## config.mk

```make
export PLATFORM = sky130hd
export DESIGN_NAME = edge_acc_param
export DESIGN_NICKNAME = d
export VERILOG_FILES = /design/src/rtl/edge_acc_param.sv
export SDC_FILE = /design/constraint.sdc
export NUM_CORES = 1
export LEC_CHECK = 0
export CAP_MARGIN = 20
export CORE_ASPECT_RATIO = 0.9
export CORE_UTILIZATION = 52
export CTS_BUF_LIST = sky130_fd_sc_hd__clkbuf_2 sky130_fd_sc_hd__clkbuf_4 sky130_fd_sc_hd__clkbuf_8
export CTS_CLUSTER_DIAMETER = 200
export CTS_CLUSTER_SIZE = 16
export DETAILED_ROUTE_END_ITERATION = 16
export PLACE_DENSITY_LB_ADDON = 0.3
export SLEW_MARGIN = 0
export SYNTH_ARGS = -nofsm -noshare
export SYNTH_HDL_FRONTEND = slang
export SYNTH_SLANG_ARGS = --single-unit
```

## constraint.sdc

```tcl
create_clock -name clk -period 15.3 [get_ports clk]
set_input_delay 4.59 -clock clk [delete_from_list [all_inputs] [get_ports clk]]
set_output_delay 4.59 -clock clk [all_outputs]
set_load 0.1 [all_outputs]
```

## src/rtl/edge_acc_param.sv

```systemverilog
// ---------------------------------------------------------------------------
// edge_acc_param
//
// Parametrised Sobel edge-detection / pixel-transfer accelerator. It reads a
// packed 8-bit greyscale image (four pixels per 32-bit word, byte k = pixel
// 4w+k) from a single-port synchronous memory and writes the processed image
// to a second region of the same memory.
//
// Modes (sampled when start is accepted):
//   0 : Sobel magnitude, min(255, |Dx|+|Dy|), with a one-pixel zero border
//   1 : invert, 255-p per byte
//   2 : copy
//   3 : reserved, behaves as copy
//
// Ports:
//   clk     : clock, all state updates on the rising edge
//   reset   : asynchronous, active-high
//   start   : level request from the controller
//   mode    : operating mode, see above
//   addr    : word address to memory (valid while en=1)
//   dataR   : read data, returned the cycle after a read request
//   dataW   : write data (valid while en=1 and we=1)
//   en      : memory request
//   we      : 1 = write, 0 = read
//   busy    : high from the cycle after start is accepted until DONE
//   finish  : high while in DONE
// ---------------------------------------------------------------------------
module edge_acc_param #(
  parameter int IMG_W    = 352,
  parameter int IMG_H    = 288,
  parameter int SRC_BASE = 0,
  parameter int DST_BASE = 25344,
  parameter int ADDR_W   = 16
) (
  input  logic              clk,
  input  logic              reset,
  input  logic              start,
  input  logic [1:0]        mode,
  output logic [ADDR_W-1:0] addr,
  input  logic [31:0]       dataR,
  output logic [31:0]       dataW,
  output logic              en,
  output logic              we,
  output logic              busy,
  output logic              finish
);

  // Words per image row and the address constants derived from it. All
  // address arithmetic is done at ADDR_W bits so it wraps naturally.
  localparam int WPR = IMG_W / 4;

  localparam logic [ADDR_W-1:0] SRC_A         = ADDR_W'(SRC_BASE);
  localparam logic [ADDR_W-1:0] DST_A         = ADDR_W'(DST_BASE);
  localparam logic [ADDR_W-1:0] ONE_A         = ADDR_W'(1);
  localparam logic [ADDR_W-1:0] ROW_A         = ADDR_W'(WPR);
  localparam logic [ADDR_W-1:0] ROW2_A        = ADDR_W'(2 * WPR);
  localparam logic [ADDR_W-1:0] LAST_COL      = ADDR_W'(WPR - 1);
  localparam logic [ADDR_W-1:0] LAST_ROW_BASE = ADDR_W'((IMG_H - 3) * WPR);
  localparam logic [ADDR_W-1:0] BOT_BASE      = ADDR_W'((IMG_H - 1) * WPR);
  localparam logic [ADDR_W-1:0] LAST_WORD     = ADDR_W'(WPR * IMG_H - 1);

  typedef enum logic [2:0] {
    S_IDLE,
    S_CLR_TOP,
    S_PROC,
    S_CLR_BOT,
    S_XFER,
    S_DONE
  } state_t;

  state_t              state_reg, state_next;
  logic [1:0]          mode_reg, mode_next;
  // Word column inside the current row (CLR_TOP, PROC, CLR_BOT).
  logic [ADDR_W-1:0]   col_reg, col_next;
  // Word index of row y-1 while processing output row y.
  logic [ADDR_W-1:0]   row_base_reg, row_base_next;
  // Linear word index used by XFER.
  logic [ADDR_W-1:0]   word_reg, word_next;
  // Slot inside a row prime (0..2) or a column (0..3); bit 0 is the
  // read/write toggle in XFER.
  logic [1:0]          phase_reg, phase_next;
  // High during the three priming reads at the start of each Sobel row.
  logic                prime_reg, prime_next;

  // Sliding window: rightmost pixel of column c-1, full column c, and the
  // first two rows of column c+1 (the third row arrives on dataR in the
  // write slot and is used directly).
  logic [2:0][7:0]     prev_reg, prev_next;
  logic [2:0][31:0]    cur_reg, cur_next;
  logic [1:0][31:0]    nxt_reg, nxt_next;

  logic                last_col;
  logic [ADDR_W-1:0]   row_off;
  logic [31:0]         nxt2;
  logic [2:0][47:0]    win_row;
  logic [3:0][7:0]     lane_pix;

  assign last_col = (col_reg == LAST_COL);

  // Row offset for the three read slots: y-1, y, y+1.
  assign row_off = (phase_reg == 2'd1) ? ROW_A :
                   (phase_reg == 2'd2) ? ROW2_A : '0;

  // Beyond the right edge there is no data; the neighbour column is zero.
  assign nxt2 = last_col ? 32'd0 : dataR;

  // Each window row is six bytes: [0] = prev, [1..4] = current word,
  // [5] = first byte of the next word.
  genvar gi;
  generate
    for (gi = 0; gi < 3; gi++) begin : g_row
      logic [7:0] right_byte;
      if (gi == 2) begin : g_live
        assign right_byte = nxt2[7:0];
      end else begin : g_held
        assign right_byte = nxt_reg[gi][7:0];
      end
      assign win_row[gi] = {right_byte, cur_reg[gi], prev_reg[gi]};
    end
  endgenerate

  // Four Sobel lanes, one per pixel of the output word. Lane gi is centred
  // on window byte gi+1.
  generate
    for (gi = 0; gi < 4; gi++) begin : g_lane
      logic [10:0] s11, s12, s13, s21, s23, s31, s32, s33;
      logic [10:0] gx_pos, gx_neg, gy_pos, gy_neg;
      logic [10:0] dx, dy, ax, ay;
      logic [11:0] mag;
      logic        border;

      assign s11 = {3'b000, win_row[0][8*gi      +: 8]};
      assign s12 = {3'b000, win_row[0][8*gi + 8  +: 8]};
      assign s13 = {3'b000, win_row[0][8*gi + 16 +: 8]};
      assign s21 = {3'b000, win_row[1][8*gi      +: 8]};
      assign s23 = {3'b000, win_row[1][8*gi + 16 +: 8]};
      assign s31 = {3'b000, win_row[2][8*gi      +: 8]};
      assign s32 = {3'b000, win_row[2][8*gi + 8  +: 8]};
      assign s33 = {3'b000, win_row[2][8*gi + 16 +: 8]};

      // Each partial sum is at most 1020, so the 11-bit two's-complement
      // difference is exact and its top bit is the sign.
      assign gx_pos = s13 + {s23[9:0], 1'b0} + s33;
      assign gx_neg = s11 + {s21[9:0], 1'b0} + s31;
      assign gy_pos = s11 + {s12[9:0], 1'b0} + s13;
      assign gy_neg = s31 + {s32[9:0], 1'b0} + s33;
      assign dx     = gx_pos - gx_neg;
      assign dy     = gy_pos - gy_neg;
      assign ax     = dx[10] ? (~dx + 11'd1) : dx;
      assign ay     = dy[10] ? (~dy + 11'd1) : dy;
      assign mag    = {1'b0, ax} + {1'b0, ay};

      // Leftmost pixel of word 0 and rightmost pixel of the last word.
      assign border = ((gi == 0) && (col_reg == '0)) || ((gi == 3) && last_col);

      assign lane_pix[gi] = border          ? 8'h00 :
                            (mag > 12'd255) ? 8'hFF : mag[7:0];
    end
  endgenerate

  // State and datapath registers.
  always_ff @(posedge clk or posedge reset) begin
    if (reset) begin
      state_reg    <= S_IDLE;
      mode_reg     <= 2'd0;
      col_reg      <= '0;
      row_base_reg <= '0;
      word_reg     <= '0;
      phase_reg    <= 2'd0;
      prime_reg    <= 1'b0;
      prev_reg     <= '0;
      cur_reg      <= '0;
      nxt_reg      <= '0;
    end else begin
      state_reg    <= state_next;
      mode_reg     <= mode_next;
      col_reg      <= col_next;
      row_base_reg <= row_base_next;
      word_reg     <= word_next;
      phase_reg    <= phase_next;
      prime_reg    <= prime_next;
      prev_reg     <= prev_next;
      cur_reg      <= cur_next;
      nxt_reg      <= nxt_next;
    end
  end

  // Next-state and memory-interface logic.
  always_comb begin
    state_next    = state_reg;
    mode_next     = mode_reg;
    col_next      = col_reg;
    row_base_next = row_base_reg;
    word_next     = word_reg;
    phase_next    = phase_reg;
    prime_next    = prime_reg;
    prev_next     = prev_reg;
    cur_next      = cur_reg;
    nxt_next      = nxt_reg;

    en     = 1'b0;
    we     = 1'b0;
    addr   = '0;
    dataW  = 32'd0;
    busy   = (state_reg != S_IDLE) && (state_reg != S_DONE);
    finish = (state_reg == S_DONE);

    case (state_reg)
      S_IDLE: begin
        if (start) begin
          mode_next     = mode;
          col_next      = '0;
          row_base_next = '0;
          word_next     = '0;
          phase_next    = 2'd0;
          prime_next    = 1'b1;
          state_next    = (mode == 2'd0) ? S_CLR_TOP : S_XFER;
        end
      end

      S_CLR_TOP: begin
        en   = 1'b1;
        we   = 1'b1;
        addr = DST_A + col_reg;
        if (last_col) begin
          col_next   = '0;
          state_next = S_PROC;
        end else begin
          col_next = col_reg + ONE_A;
        end
      end

      S_PROC: begin
        if (prime_reg) begin
          // Read column 0 of rows y-1, y, y+1; each result lands one
          // cycle later, the last one in slot 0 of column 0.
          en   = 1'b1;
          addr = SRC_A + row_base_reg + row_off;
          case (phase_reg)
            2'd0:    prev_next   = '0;
            2'd1:    cur_next[0] = dataR;
            2'd2:    cur_next[1] = dataR;
            default: ;
          endcase
          if (phase_reg == 2'd2) begin
            phase_next = 2'd0;
            prime_next = 1'b0;
            col_next   = '0;
          end else begin
            phase_next = phase_reg + 2'd1;
          end
        end else if (phase_reg != 2'd3) begin
          // Fetch column c+1; slots stay idle on the last column.
          if (!last_col) begin
            en   = 1'b1;
            addr = SRC_A + row_base_reg + row_off + col_reg + ONE_A;
          end
          if ((phase_reg == 2'd0) && (col_reg == '0)) cur_next[2] = dataR;
          if (phase_reg == 2'd1) nxt_next[0] = last_col ? 32'd0 : dataR;
          if (phase_reg == 2'd2) nxt_next[1] = last_col ? 32'd0 : dataR;
          phase_next = phase_reg + 2'd1;
        end else begin
          // Write column c of row y, then slide the window one word left.
          en    = 1'b1;
          we    = 1'b1;
          addr  = DST_A + row_base_reg + ROW_A + col_reg;
          dataW = lane_pix;
          for (int r = 0; r < 3; r++) begin
            prev_next[r] = cur_reg[r][31:24];
          end
          cur_next[0] = nxt_reg[0];
          cur_next[1] = nxt_reg[1];
          cur_next[2] = nxt2;
          phase_next  = 2'd0;
          if (last_col) begin
            col_next = '0;
            if (row_base_reg == LAST_ROW_BASE) begin
              state_next = S_CLR_BOT;
            end else begin
              row_base_next = row_base_reg + ROW_A;
              prime_next    = 1'b1;
            end
          end else begin
            col_next = col_reg + ONE_A;
          end
        end
      end

      S_CLR_BOT: begin
        en   = 1'b1;
        we   = 1'b1;
        addr = DST_A + BOT_BASE + col_reg;
        if (last_col) begin
          col_next   = '0;
          state_next = S_DONE;
        end else begin
          col_next = col_reg + ONE_A;
        end
      end

      S_XFER: begin
        en = 1'b1;
        if (!phase_reg[0]) begin
          addr       = SRC_A + word_reg;
          phase_next = 2'd1;
        end else begin
          // Read data from the previous cycle is written straight back.
          we         = 1'b1;
          addr       = DST_A + word_reg;
          dataW      = (mode_reg == 2'd1) ? ~dataR : dataR;
          phase_next = 2'd0;
          if (word_reg == LAST_WORD) begin
            state_next = S_DONE;
          end else begin
            word_next = word_reg + ONE_A;
          end
        end
      end

      S_DONE: begin
        // Wait for start to drop so a held request cannot retrigger.
        if (!start) state_next = S_IDLE;
      end

      default: state_next = S_IDLE;
    endcase
  end

endmodule

```

# [Word-level counts from Yosys, hierarchy flattened]
# Cells that the tools add are included.
[totals] register_bits=240 latchBits=0 ramBits=0 rom_bits=0 input_bits=37 output_inout_bits=52 memories=0
[classes] add_sub_neg=61 mul=0 div_mod_pow=0 order_cmp=4 eq_ne=32 shifts=0 n_mux=83 n_bitwise=10 reduce_logical=26
[op_table] operator="32-bit 2-to-1 mux" count=9
[op_table] operator="16-bit 2-to-1 mux" count=15
[op_table] operator="10-bit by 8-bit adder with 11-bit output" count=14
[op_table] operator="8-bit by 9-bit adder with 10-bit output" count=14
[op_table] operator="64-bit 2-to-1 mux" count=2
[op_table] operator="11-bit by 1-bit adder with 11-bit output, second input constant" count=8
[op_table] operator="11-bit 2-to-1 mux" count=8
[op_table] operator="11-bit inverter" count=8
[op_table] operator="11-bit subtractor" count=8
[op_table] operator="24-bit 2-to-1 mux" count=3
[op_table] operator="8-bit 2-to-1 mux" count=8
[op_table] operator="16-bit one-hot mux with 2 select lines" count=2
[op_table] operator="16-bit one-hot mux with 4 select lines" count=1
[op_table] operator="32-bit one-hot mux with 2 select lines" count=1
[op_table] operator="11-bit by 11-bit adder with 12-bit output" count=4
[op_table] operator="15-bit by 16-bit adder with 16-bit output, first input constant" count=3
[op_table] operator="16-bit by 1-bit adder with 16-bit output, second input constant" count=3
[op_table] operator="12-bit by 8-bit > comparator with 1-bit output, second input constant" count=4
[op_table] operator="16-bit one-hot mux with 3 select lines" count=1
[op_table] operator="3-bit 2-to-1 mux" count=11
[op_table] operator="16-bit adder" count=2
[op_table] operator="16-bit by 7-bit adder with 16-bit output, second input constant" count=2
[op_table] operator="16-bit by 15-bit equality test with 1-bit output, second input constant" count=2
[op_table] operator="32-bit inverter" count=1
[op_table] operator="other kinds (32)" count=82

# [Logic depth before layout (Yosys ltp)]
[logic_depth] ltp_word=14 depth_mapped=33

# [Worst setup path before layout]
# Ideal clock, no wire load.
[synth_path] kind="input-to-output" from="input dataR[2]" to="output dataW[30]" t_arrival_ps=11077 required_time_ps=10710 path_slack_ps=-367 path_stages=23 n_path_buf=2 path_cell_list="nand2_1 -> fa_1 -> inv_1 -> fa_1 -> fa_1 -> inv_1 -> ha_1 -> a211oi_1 -> o21ai_0 -> o21ai_0 -> a21oi_1 -> a31o_2 -> clkbuf_1 -> mux2_2 -> fa_1 -> a21o_1 -> a21oi_1 -> nor2b_1 -> o221ai_1 -> or4_1 -> clkbuf_1 -> a22oi_1 -> o22ai_1"
[synth_between] elab_chain_cells=13
[synth_lines] item="start, declared" line="40" rtl="input logic [31:0] dataR,"
[synth_lines] item="32-bit 2-to-1 mux (*)" line="105" rtl="assign nxt2 = last_col ? 32'd0 : dataR;"
[synth_lines] item="10-bit by 8-bit adder with 11-bit output, on equally long branches" line="143, 146"
[synth_lines] item="11-bit subtractor, on equally long branches" line="147, 148"
[synth_lines] item="11-bit inverter, on equally long branches" line="149, 150"
[synth_lines] item="11-bit by 1-bit adder with 11-bit output, on equally long branches" line="149, 150"
[synth_lines] item="11-bit 2-to-1 mux, on equally long branches" line="149, 150"
[synth_lines] item="11-bit by 11-bit adder with 12-bit output (*)" line="151" rtl="assign mag = {1'b0, ax} + {1'b0, ay};"
[synth_lines] item="12-bit by 8-bit > comparator with 1-bit output" line="157" rtl="(mag > 12'd255) ? 8'hFF : mag[7:0];"
[synth_lines] item="8-bit 2-to-1 mux (*)" line="157"
[synth_lines] item="8-bit 2-to-1 mux (*)" line="156" rtl="assign lane_pix[gi] = border ? 8'h00 :"
[synth_lines] item="32-bit 2-to-1 mux (*)" line="252" rtl="end else if (phase_reg != 2'd3) begin"
[synth_lines] item="32-bit 2-to-1 mux (*)" line="234" rtl="if (prime_reg) begin"
[synth_lines] item="32-bit one-hot mux with 2 select lines (*)" line="208" rtl="case (state_reg)"
[synth_lines] item="end, declared" line="41" rtl="output logic [31:0] dataW,"
# Every way passes the cells marked *; elsewhere a longest branch is shown, timed or not.

# [Worst setup path in the final report]
[layout_path] from="input dataR[3]" to="output dataW[30]"
# The elaborated chain is that of the path after synthesis.

==> flow_metrics.env <==
export IMPL_synth_ff_type="dfrtp_1"
export IMPL_critPathBufInv=4
export IMPL_ys_seq_area_frac=0.233
export IMPL_rows=76
export IMPL_worstSetupEndpointType="output pin"
export IMPL_crit_arrival_ns=10.52
export IMPL_ant_nets=0
export IMPL_finalHoldViolCount=0
export IMPL_synthMuxAreaShare=0.0315
export IMPL_grt_max_degree=86
export IMPL_syn_avg_cell_area_um2=8.70
export IMPL_maxSlewViolCount=0
export IMPL_wirelength_um=77700
export IMPL_cp_max_fo=7
export IMPL_dr_pass1_iters=5
export IMPL_cts_clk_slew_worst_paths_ns=0.10
export IMPL_root_buffer="clkbuf_8"
export IMPL_status="finished, final reports clean"
export IMPL_syn_inst=2931
export IMPL_worst_pin_slew_ns=1.12
export IMPL_synthAdderAreaFrac=0.275
export IMPL_yosysWarningCount=0
export IMPL_area_delta_synth_final_pct=8.09
export IMPL_crit_type="input pin to output pin"
export IMPL_overflow=0
export IMPL_portBuffers=88
export IMPL_synth_top_family_by_area="adder cells"
export IMPL_nets=3437
export IMPL_htree_num_levels=1
export IMPL_synth_nets=3405
export IMPL_ys_ff_latch=237
export IMPL_core_area_um2=48100
export IMPL_synthesis_area_um2=25500
export IMPL_ys_types=82
export IMPL_route_detailed_drc=0
export IMPL_die_area_um2=49900
export IMPL_drv_cap=0
export IMPL_critical_path_cell_chain="clkdlybuf4s50_1 > nand2_1 > fa_1 > inv_1 > fa_1 > fa_1 > inv_1 > ha_1 > o21ai_0 > o21ai_1 > o21ai_0 > a21oi_1 > a31o_2 > mux2_2 > ha_1 > a21o_1 > a21oi_2 > o21bai_1 > o211a_1 > or4_4 > a22oi_2 > o22ai_2 > buf_12"
export IMPL_cts_tree="done"
export IMPL_largest_reg_flops=96
export IMPL_clock_sinks=237
export IMPL_cts_hold_buf=0
export IMPL_hp_class="register to register"
export IMPL_finalSetupViolCount=0
export IMPL_cp_slowest_stage_delay_ns=0.58
export IMPL_gp_congestion=0.967
export IMPL_start_util=0.530
export IMPL_boundaryPins=89
export IMPL_slew_headroom=0.253
export IMPL_worst_path_max_delay_cell="or4_4"
export IMPL_viasPerCell=6.05
export IMPL_die_y_um=212
export IMPL_async_flop_share=1.00
export IMPL_synth_simple_area_share=0.136
export IMPL_cts_buffers=18
export IMPL_dr_first_iter_drc_count=1853
export IMPL_grt_pass1_wl_um=123000
export IMPL_max_freq_ghz=0.0662
export IMPL_synthXorXnorAreaFrac=0.0840
export IMPL_clk_path_buf_depth=3
export IMPL_gr_usage_all_layers=0.318
export IMPL_period_needed_ns=15.11
export IMPL_die_w_um=235
export IMPL_crit_required_ns=10.71
export IMPL_grt_pass1_vias=21300
export IMPL_antennaDiodeCount=0
export IMPL_start_kind="input pin"
export IMPL_hpwlAfterDp_um=61800
export IMPL_rsz0062_at_grt="no"
export IMPL_drive_gt1_frac=0.0462
export IMPL_fin_crit_sh=0.987
export IMPL_route_vias_total=21700
export IMPL_grt_antenna_before_repair=1
export IMPL_finalSetupTns_ns=0
export IMPL_synth_edff_count=0
export IMPL_synth_compound_area_frac=0.167
export IMPL_crit_family="adder cells"
export IMPL_cpMostUsedCell="fa_1"
export IMPL_clkLatencyLatePin_ns=0.59
export IMPL_skew_ns=0.0255
export IMPL_wl_per_cell_um=21.7
==> cells by family after synthesis <==
group	after synthesis
simple gates	745
mux	79
compound gates	698
other cells	1
flops	237
buf+inv	491
xor+xnor	243
fa+ha+maj	437
==> cell type report <==
class | count | area, um2
inverter | 380 | 1430
tap | 624 | 781
fill | 4292 | 20600
sequential | 237 | 5930
clock inverter | 2 | 13.8
multi-input combinational | 2203 | 17900
timing repair buffer | 123 | 1250
clock buffer | 19 | 255
==> routing by layer <==
layer	vias up	share of wire	track usage
li1	9983	-	-
met2	862	0.44	0.494
met5	-	0.00017	0
met4	2	0.038	0.112
met3	147	0.080	0.0549
met1	10700	0.44	0.447
==> through the flow <==
step | setup slack (ns) | util | hold slack [ns] | cell area [um2] | instances
finish | 0.193 | 0.573 | 0.490 | 27600 | 3588
global route | 0.00412 | 0.573 | 0.518 | 27600 | 3588
CTS | 0.0583 | 0.570 | 0.493 | 27400 | 3584
detailed placement | 0.0167 | 0.564 | 0.470 | 27100 | 3563
global placement | 0.0477 | 0.564 | 0.461 | 27100 | 3563
floorplan | 0.217 | - | 0.449 | 25500 | 2931
==> cells in the mapped netlist, drive strengths merged, types with 38 or more instances <==
| cell type | instances | area share |
|---|---|---|
| inv | 379 | 0.056 |
| o21ai | 261 | 0.052 |
| nand2 | 257 | 0.038 |
| dfrtp | 237 | 0.23 |
| ha | 232 | 0.11 |
| nor2 | 206 | 0.030 |
| fa | 205 | 0.16 |
| xnor2 | 170 | 0.058 |
| a21oi | 167 | 0.033 |
| clkbuf | 96 | 0.014 |
| xor2 | 72 | 0.025 |
| mux2i | 69 | 0.027 |
| nand3 | 64 | 0.013 |
| nor3 | 48 | 0.0098 |
| a21o | 38 | 0.011 |
==> repair_timing <==
action	CTS	global route
resized for setup	1	18
endpoints found under the setup margin	4	8
buffers inserted	0	1
pin swaps	0	4
==> cells in the final DEF, fill, tap and decap left out, types with 9 or more instances in the layout <==
cell / instances
nand4_1: 11
buf_4: 33
clkdlybuf4s50_1: 80
a211oi_1: 13
xor2_1: 72
o22ai_1: 17
dfrtp_1: 236
xnor2_1: 170
o31ai_1: 17
o211ai_1: 13
nor3_1: 45
nor4_1: 18
nand2_1: 255
a21oi_1: 155
a31oi_1: 20
and3_1: 23
o21bai_1: 15
fa_1: 205
o221ai_1: 14
nor2b_1: 26
and2_1: 11
a22o_1: 9
clkbuf_8: 18
or2_2: 12
o21ai_0: 256
inv_1: 378
nand3_1: 62
mux2i_1: 69
o21a_1: 26
ha_1: 232
nor2_1: 204
a22oi_1: 9
mux2_2: 9
a21o_1: 38
nand2b_1: 14
buf_12: 10
or3_1: 15
==> path summary, 6_finish.rpt <==
path	from	endpoint	slack, ns	cells after the start
hold reg to reg	nxt_reg[27]$_DFFE_PP0P_	nxt_reg[27]$_DFFE_PP0P_	0.49	2
hold / removal	nxt_reg[27]$_DFFE_PP0P_	nxt_reg[27]$_DFFE_PP0P_	0.49	2
setup / recovery	dataR[3]	dataW[30]	0.19	23
min in group asynchronous	reset	col_reg[11]$_DFFE_PP0P_	4.47	2
max in group asynchronous	reset	cur_reg[43]$_DFFE_PP0P_	9.38	3
setup reg to reg	col_reg[8]$_DFFE_PP0P_	col_reg[13]$_DFFE_PP0P_	11.85	9
==> tightest hold or removal path: stages, from the launching register on <==
cell and delay, ns:
dfrtp_1 0.36, nand2_1 0.04, o21ai_0 0.06
Power is not shown: default switching activity piles up to over one toggle a cycle in this logic, so the estimate is an artifact.
